===== src/rtl/brisc_mem_pkg.sv =====
// Shared types and constants for the fetch/data memory arbiter.
package brisc_mem_pkg;

  typedef enum logic [1:0] {
    IDLE  = 2'd0,
    ISSUE = 2'd1,
    WAIT  = 2'd2
  } state_t;

  typedef enum logic {
    OWN_IF = 1'b0,
    OWN_D  = 1'b1
  } owner_t;

  localparam int MEM_LAT_DEF = 1;
  localparam int CNT_W       = 4;

endpackage


===== src/rtl/mem_arbiter_if.sv =====
// Bundle of the fetch port, data port and memory command bus seen by mem_arbiter.
// Handshake: a requester raises req with a stable command and holds it until its
// one-cycle gnt pulse; load data is valid only in the one-cycle rvalid pulse.
interface mem_arbiter_if #(
  parameter int AW = 32,
  parameter int DW = 32
) ();

  logic          if_req;
  logic [AW-1:0] if_addr;
  logic          if_gnt;
  logic          if_rvalid;
  logic [DW-1:0] if_rdata;

  logic          d_req;
  logic          d_we;
  logic [AW-1:0] d_addr;
  logic [DW-1:0] d_wdata;
  logic          d_gnt;
  logic          d_rvalid;
  logic [DW-1:0] d_rdata;

  logic          mem_en;
  logic          mem_we;
  logic [AW-1:0] mem_addr;
  logic [DW-1:0] mem_wdata;
  logic [DW-1:0] mem_rdata;

  // Arbiter side.
  modport master (
    input  if_req, if_addr, d_req, d_we, d_addr, d_wdata, mem_rdata,
    output if_gnt, if_rvalid, if_rdata, d_gnt, d_rvalid, d_rdata,
    output mem_en, mem_we, mem_addr, mem_wdata
  );

  // Requesters and memory side.
  modport slave (
    output if_req, if_addr, d_req, d_we, d_addr, d_wdata, mem_rdata,
    input  if_gnt, if_rvalid, if_rdata, d_gnt, d_rvalid, d_rdata,
    input  mem_en, mem_we, mem_addr, mem_wdata
  );

endinterface


===== src/rtl/mem_arbiter_arb_pick.sv =====
// Combinational winner selection between fetch and data requests.
// MEM_ARB_RR_EN selects round-robin on ties; otherwise data has fixed priority.
module arb_pick
  import brisc_mem_pkg::*;
(
  input  logic   if_req,
  input  logic   d_req,
  input  owner_t last_owner,
  output logic   valid,
  output owner_t winner
);

  assign valid = if_req | d_req;

`ifdef MEM_ARB_RR_EN
  always_comb begin
    winner = OWN_D;
    if (if_req && d_req) begin
      winner = (last_owner == OWN_D) ? OWN_IF : OWN_D;
    end else if (if_req) begin
      winner = OWN_IF;
    end
  end
`else
  logic unused_last_owner;
  assign unused_last_owner = last_owner;

  assign winner = (if_req && !d_req) ? OWN_IF : OWN_D;
`endif

endmodule


===== src/rtl/mem_arbiter.sv =====
// Shares one single-port synchronous memory between instruction fetch and load/store.
// Optional MEM_ARB_RR_EN: round-robin tie-break instead of data-first priority.
module mem_arbiter
  import brisc_mem_pkg::*;
#(
  parameter int AW      = 32,
  parameter int DW      = 32,
  parameter int MEM_LAT = MEM_LAT_DEF
) (
  input  logic           clk,
  input  logic           rst,
  mem_arbiter_if.master  bus,
  output state_t         dbg_state
);

  localparam logic [CNT_W-1:0] CNT_INIT = CNT_W'(MEM_LAT - 1);

  state_t           state_q;
  owner_t           owner_q;
  owner_t           last_owner;
  owner_t           pick_owner;
  logic             pick_valid;
  logic             launch;
  logic             rvalid_next;
  logic [CNT_W-1:0] cnt_q;
  logic             if_gnt_q, d_gnt_q, if_rvalid_q, d_rvalid_q;
  logic             mem_en_q, mem_we_q;
  logic [AW-1:0]    mem_addr_q;
  logic [DW-1:0]    mem_wdata_q;

  arb_pick u_pick (
    .if_req     (bus.if_req),
    .d_req      (bus.d_req),
    .last_owner (last_owner),
    .valid      (pick_valid),
    .winner     (pick_owner)
  );

  // Arbitration slots: IDLE, and the rvalid cycle of WAIT so loads can run back to back.
  assign launch = pick_valid &&
                  ((state_q == IDLE) || ((state_q == WAIT) && (cnt_q == '0)));

  // Registered rvalid lands in the cycle where WAIT reaches cnt == 0.
  assign rvalid_next = ((state_q == ISSUE) && !mem_we_q && (CNT_INIT == '0)) ||
                       ((state_q == WAIT) && (cnt_q == CNT_W'(1)));

`ifdef MEM_ARB_RR_EN
  owner_t last_owner_q;

  always_ff @(posedge clk or posedge rst) begin
    if (rst) begin
      last_owner_q <= OWN_IF;
    end else if (state_q == ISSUE) begin
      last_owner_q <= owner_q;
    end
  end

  assign last_owner = last_owner_q;
`else
  assign last_owner = OWN_IF;
`endif

  always_ff @(posedge clk or posedge rst) begin
    if (rst) begin
      state_q     <= IDLE;
      owner_q     <= OWN_D;
      cnt_q       <= '0;
      if_gnt_q    <= 1'b0;
      d_gnt_q     <= 1'b0;
      if_rvalid_q <= 1'b0;
      d_rvalid_q  <= 1'b0;
      mem_en_q    <= 1'b0;
      mem_we_q    <= 1'b0;
      mem_addr_q  <= '0;
      mem_wdata_q <= '0;
    end else begin
      if_gnt_q    <= 1'b0;
      d_gnt_q     <= 1'b0;
      mem_en_q    <= 1'b0;
      mem_we_q    <= 1'b0;
      if_rvalid_q <= rvalid_next && (owner_q == OWN_IF);
      d_rvalid_q  <= rvalid_next && (owner_q == OWN_D);

      if (launch) begin
        state_q  <= ISSUE;
        owner_q  <= pick_owner;
        mem_en_q <= 1'b1;
        if (pick_owner == OWN_D) begin
          d_gnt_q     <= 1'b1;
          mem_we_q    <= bus.d_we;
          mem_addr_q  <= bus.d_addr;
          mem_wdata_q <= bus.d_wdata;
        end else begin
          if_gnt_q    <= 1'b1;
          mem_addr_q  <= bus.if_addr;
          mem_wdata_q <= '0;
        end
      end else begin
        case (state_q)
          ISSUE: begin
            // mem_we_q is still high here for a store.
            if (mem_we_q) begin
              state_q <= IDLE;
            end else begin
              cnt_q   <= CNT_INIT;
              state_q <= WAIT;
            end
          end
          WAIT: begin
            if (cnt_q != '0) begin
              cnt_q <= cnt_q - CNT_W'(1);
            end else begin
              state_q <= IDLE;
            end
          end
          default: state_q <= IDLE;
        endcase
      end
    end
  end

  assign bus.if_gnt    = if_gnt_q;
  assign bus.d_gnt     = d_gnt_q;
  assign bus.if_rvalid = if_rvalid_q;
  assign bus.d_rvalid  = d_rvalid_q;
  assign bus.if_rdata  = bus.mem_rdata;
  assign bus.d_rdata   = bus.mem_rdata;
  assign bus.mem_en    = mem_en_q;
  assign bus.mem_we    = mem_we_q;
  assign bus.mem_addr  = mem_addr_q;
  assign bus.mem_wdata = mem_wdata_q;
  assign dbg_state     = state_q;

endmodule


===== src/flat_wrapper.sv =====
// flat-port wrapper written by rule: the top's interface ports become plain ports
module mem_arbiter_flat import brisc_mem_pkg::*;
#(
  parameter int AW      = 32,
  parameter int DW      = 32,
  parameter int MEM_LAT = MEM_LAT_DEF
)
  (clk, rst, dbg_state, bus_if_req, bus_if_addr, bus_d_req, bus_d_we, bus_d_addr, bus_d_wdata, bus_mem_rdata, bus_if_gnt, bus_if_rvalid, bus_if_rdata, bus_d_gnt, bus_d_rvalid, bus_d_rdata, bus_mem_en, bus_mem_we, bus_mem_addr, bus_mem_wdata);
  mem_arbiter_if #(.AW(AW), .DW(DW)) bus_i ();
  input  logic clk;
  input  logic rst;
  output state_t dbg_state;
  input wire logic [$bits(bus_i.if_req)-1:0] bus_if_req;
  input wire logic [$bits(bus_i.if_addr)-1:0] bus_if_addr;
  input wire logic [$bits(bus_i.d_req)-1:0] bus_d_req;
  input wire logic [$bits(bus_i.d_we)-1:0] bus_d_we;
  input wire logic [$bits(bus_i.d_addr)-1:0] bus_d_addr;
  input wire logic [$bits(bus_i.d_wdata)-1:0] bus_d_wdata;
  input wire logic [$bits(bus_i.mem_rdata)-1:0] bus_mem_rdata;
  output wire logic [$bits(bus_i.if_gnt)-1:0] bus_if_gnt;
  output wire logic [$bits(bus_i.if_rvalid)-1:0] bus_if_rvalid;
  output wire logic [$bits(bus_i.if_rdata)-1:0] bus_if_rdata;
  output wire logic [$bits(bus_i.d_gnt)-1:0] bus_d_gnt;
  output wire logic [$bits(bus_i.d_rvalid)-1:0] bus_d_rvalid;
  output wire logic [$bits(bus_i.d_rdata)-1:0] bus_d_rdata;
  output wire logic [$bits(bus_i.mem_en)-1:0] bus_mem_en;
  output wire logic [$bits(bus_i.mem_we)-1:0] bus_mem_we;
  output wire logic [$bits(bus_i.mem_addr)-1:0] bus_mem_addr;
  output wire logic [$bits(bus_i.mem_wdata)-1:0] bus_mem_wdata;
  assign bus_i.if_req = bus_if_req;
  assign bus_i.if_addr = bus_if_addr;
  assign bus_i.d_req = bus_d_req;
  assign bus_i.d_we = bus_d_we;
  assign bus_i.d_addr = bus_d_addr;
  assign bus_i.d_wdata = bus_d_wdata;
  assign bus_i.mem_rdata = bus_mem_rdata;
  assign bus_if_gnt = bus_i.if_gnt;
  assign bus_if_rvalid = bus_i.if_rvalid;
  assign bus_if_rdata = bus_i.if_rdata;
  assign bus_d_gnt = bus_i.d_gnt;
  assign bus_d_rvalid = bus_i.d_rvalid;
  assign bus_d_rdata = bus_i.d_rdata;
  assign bus_mem_en = bus_i.mem_en;
  assign bus_mem_we = bus_i.mem_we;
  assign bus_mem_addr = bus_i.mem_addr;
  assign bus_mem_wdata = bus_i.mem_wdata;
  mem_arbiter #(.AW(AW), .DW(DW), .MEM_LAT(MEM_LAT)) u_core (.clk(clk), .rst(rst), .bus(bus_i), .dbg_state(dbg_state));
endmodule

===== config.mk =====
export PLATFORM = sky130hd
export DESIGN_NAME = mem_arbiter_flat
export DESIGN_NICKNAME = d
export VERILOG_FILES = /design/src/rtl/brisc_mem_pkg.sv /design/src/rtl/mem_arbiter_if.sv /design/src/rtl/mem_arbiter_arb_pick.sv /design/src/rtl/mem_arbiter.sv /design/src/flat_wrapper.sv
export SDC_FILE = /design/constraint.sdc
export NUM_CORES = 1
export LEC_CHECK = 0
export CAP_MARGIN = 15
export CORE_MARGIN = 8
export CORE_UTILIZATION = 35
export DETAILED_ROUTE_END_ITERATION = 12
export PLACE_DENSITY = 0.86
export SYNTH_ARGS = -nofsm -noshare
export SYNTH_HDL_FRONTEND = slang
export SYNTH_SLANG_ARGS = --single-unit

===== constraint.sdc =====
create_clock -name clk -period 2.84 [get_ports clk]
set_clock_uncertainty 0.05 [all_clocks]
set_input_delay 0.568 -clock clk [delete_from_list [all_inputs] [get_ports clk]]
set_output_delay 0.568 -clock clk [all_outputs]
set_load 0.05 [all_outputs]

==> impl_metrics.tcl <==
set metrics [dict create \
    die_y_um 120 \
    yosysWarnings 0 \
    clock_latency_ns 0.33 \
    crit_start "u_core.dbg_state[0]" \
    synth_edf_count 0 \
    grt_pass1_vias 3300 \
    fin_crit_sh_pct 84.2 \
    n_antenna_cell 0 \
    critPathCapture "dbg_state[0]" \
    firstDrtPassIters 4 \
    max_stage_delay_ns 0.89 \
    cpMaxStageDelayCell "clkdlybuf4s50_1" \
    dp.final_hpwl_mm 8.76 \
    min_period_ns 2.39 \
    cts_root_buf "clkbuf_8" \
    crit_family "buffers and inverters" \
    boundaryPins 269 \
    critPathCaptureType "output pin" \
    clk_pin_slew_ns 0.08 \
    path_cells "clkdlybuf4s50_1" \
    port_buffers 172 \
    fillers 975 \
    stdcell_count 588 \
    cts_buffer_depth 2 \
    ant_nets 0 \
    cts_resized 0 \
    maxClockFrequency_mhz 418 \
    p_per_area_nw_per_um2 666 \
    synth_cell_types 31 \
    cts_num_sinks 77 \
    vias 2988 \
    grt_max_degree 48 \
    dieArea_um2 14500 \
    switchingPower_mw 1.43 \
    first_iter_violations 90 \
    pwr-share-comb_pct 41.1 \
    syn-num-nets 475 \
    crit_type "flip-flop to output pin" \
    netlist_top_cells_area "dfrtp_1, buf_4, a22o_1, mux2i_1, a32oi_1" \
    area_delta_synth_final_pct 41.6 \
    netlist_area_um2 3810 \
    nNetsFinal 580 \
    grt_usage_pct 15.6 \
    seqPwrFrac_pct 38.8 \
    status "finished, final reports clean" \
    worst_setup_path_start_kind "flip-flop" \
    cp.required_ns 2.22 \
    ir_drop_uv 319 \
    reg2reg_depth 7 \
    drv_cap 0 \
    setup_tns_ns 0 \
    synth_top_area_share_pct 50.0 \
    antenna_found_initial 0 \
    numCtsBuffers 9 \
    timing.rr.start "u_core.cnt_q[0]" \
    worst_pin_slew_ns 0.583 \
    drc 0 \
    gp_congestion 0.789 \
    syn_area_per_cell_um2 11.2 \
    grt_pass1_wl_mm 18.0 \
    dp_cells 574 \
    p_clk_share_pct 20.1 \
    layout-drive-gt1-share_pct 6.47 \
    wirelength_mm 11.6 \
    hold_viol_final 0 \
    syn_inst 340 \
    crit_arrival_ns 1.77 \
    crit_buf_inv 1 \
    worst-path-stages 1 \
    p_int_mw 2.16 \
    p_sw_share_pct 39.9 \
    synth_top_area_cell "dfrtp_1" \
    final_common_cell "clkdlybuf4s50_1" \
    synthFlopType "dfrtp_1" \
    power_mw 3.59 \
    cts_tree "built" \
    grt-ovfl-total 0 \
    row_count 38 \
    wire_per_inst_um 19.8 \
    min_path_type "flip-flop to flip-flop" \
    initial_core_util_pct 35.4 \
    synth.yosys.seq_area_share_pct 50.7 \
    path_max_fanout 9 \
    cellLeakagePower_nw 2.33 \
    slew_headroom_pct 61.1 \
    ys_seq_elements 77 \
    async_reset_ff_share_pct 100 \
    rrSetupSlack_ns 0.59 \
    viasPerCell 5.08 \
    drv_slew 0 \
    final_cell_mix "clkdlybuf4s50_1, dfrtp_1, a22o_1, nand2_1, and2_1" \
    holdBufCountCts 0 \
    rsz0062_at_grt "false" \
    r2r_end "u_core.bus.mem_wdata[23]" \
    die_w_um 120 \
    setup_violations 0 \
    htree_levels 3 \
    cts_setup_buffers 0 \
    core_um2 10700 \
]
## worst min path at each step
stage                                  from                      end  depth (start not counted)
floorplan                    u_core.owner_q     u_core.bus.if_rvalid                          1
global placement     u_core.bus.mem_addr[1]   u_core.bus.mem_addr[1]                          1
detailed placement  u_core.bus.mem_addr[11]  u_core.bus.mem_addr[11]                          1
CTS                 u_core.bus.mem_addr[11]  u_core.bus.mem_addr[11]                          1
global route                 u_core.owner_q     u_core.bus.if_rvalid                          1
finish               u_core.bus.mem_addr[0]   u_core.bus.mem_addr[0]                          1
## cells by family (layout without fill, tap and decap cells)
| group | count (synthesis) | after routing | share of synthesized area [%] |
|---|---|---|---|
| AOI/OAI and AO/OA | 88 | 88 | 19.6 |
| adders and majority gates | 2 | 2 | 0.657 |
| buffers and inverters | 93 | 201 | 16.0 |
| DFF | 77 | 77 | 50.7 |
| muxes | 19 | 19 | 5.00 |
| and+or+nand+nor | 61 | 61 | 8.05 |
## cells in the mapped netlist, types with 2 or more instances
library cell,instances
a22o_1,32
a22oi_1,13
a32oi_1,20
and2_1,21
buf_2,7
buf_4,67
clkbuf_1,12
dfrtp_1,76
ha_1,2
inv_1,6
mux2i_1,19
nand2_1,26
nand3_1,2
nor2_1,5
nor2b_1,3
o21ai_0,2
o2bb2ai_1,13
## stage by stage
stage	setup WS (ns)	utilization, %	cell area [µm²]	hold slack [ns]
3_3_place_gp	0.708	48.6	5220	0.422
3_5_place_dp	0.618	48.6	5220	0.423
4_1_cts	0.431	50.1	5390	0.452
5_1_grt	0.390	50.1	5390	0.467
2_1_floorplan	0.257	-	3810	0.421
6_report	0.448	50.1	5390	0.448
## layout make-up
| cell class | count | area [µm²] | area share [%] |
|---|---|---|---|
| clock inverter | 4 | 26.3 | 0.488 |
| multi-input combinational | 170 | 1280 | 23.8 |
| sequential | 77 | 1930 | 35.8 |
| clock buffer | 10 | 138 | 2.55 |
| inverter | 6 | 23.8 | 0.441 |
| tap | 140 | 175 | 3.25 |
| timing repair buffer | 181 | 1810 | 33.7 |
## sequential cells by signal, indices dropped and copies added, names as in the netlist
| signal | flops |
|---|---|
| u_core.dbg_state | 2 |
| u_core.cnt_q | 4 |
| u_core.bus.if_rvalid | 1 |
| u_core.bus.mem_wdata | 32 |
| u_core.bus.mem_en | 1 |
| u_core.bus.mem_we | 1 |
| u_core.owner_q | 1 |
| u_core.bus.if_gnt | 1 |
| u_core.bus.mem_addr | 32 |
| u_core.bus.d_rvalid | 1 |
| u_core.bus.d_gnt | 1 |
## power groups by stage
| stage | clock network [mW] | registers [mW] | logic (mW) |
|---|---|---|---|
| 2_1_floorplan | 0 | 1.99 | 0.537 |
| 6_report | 0.720 | 1.39 | 1.48 |
| 3_3_place_gp | 0 | 1.41 | 1.47 |
| 4_1_cts | 0.750 | 1.39 | 1.49 |
| 3_5_place_dp | 0 | 1.41 | 1.49 |
| 5_1_grt | 0.798 | 1.42 | 1.54 |
## layer usage
metal	vias up	GRT usage, %	share of wire [%]
met1	1429	16.7	40
li1	1366	-	-
met4	0	6.17	2.7
met3	35	7.46	11
met5	-	0	0
met2	158	26.0	47
No activity file was read; power rests on OpenSTA's default activity.
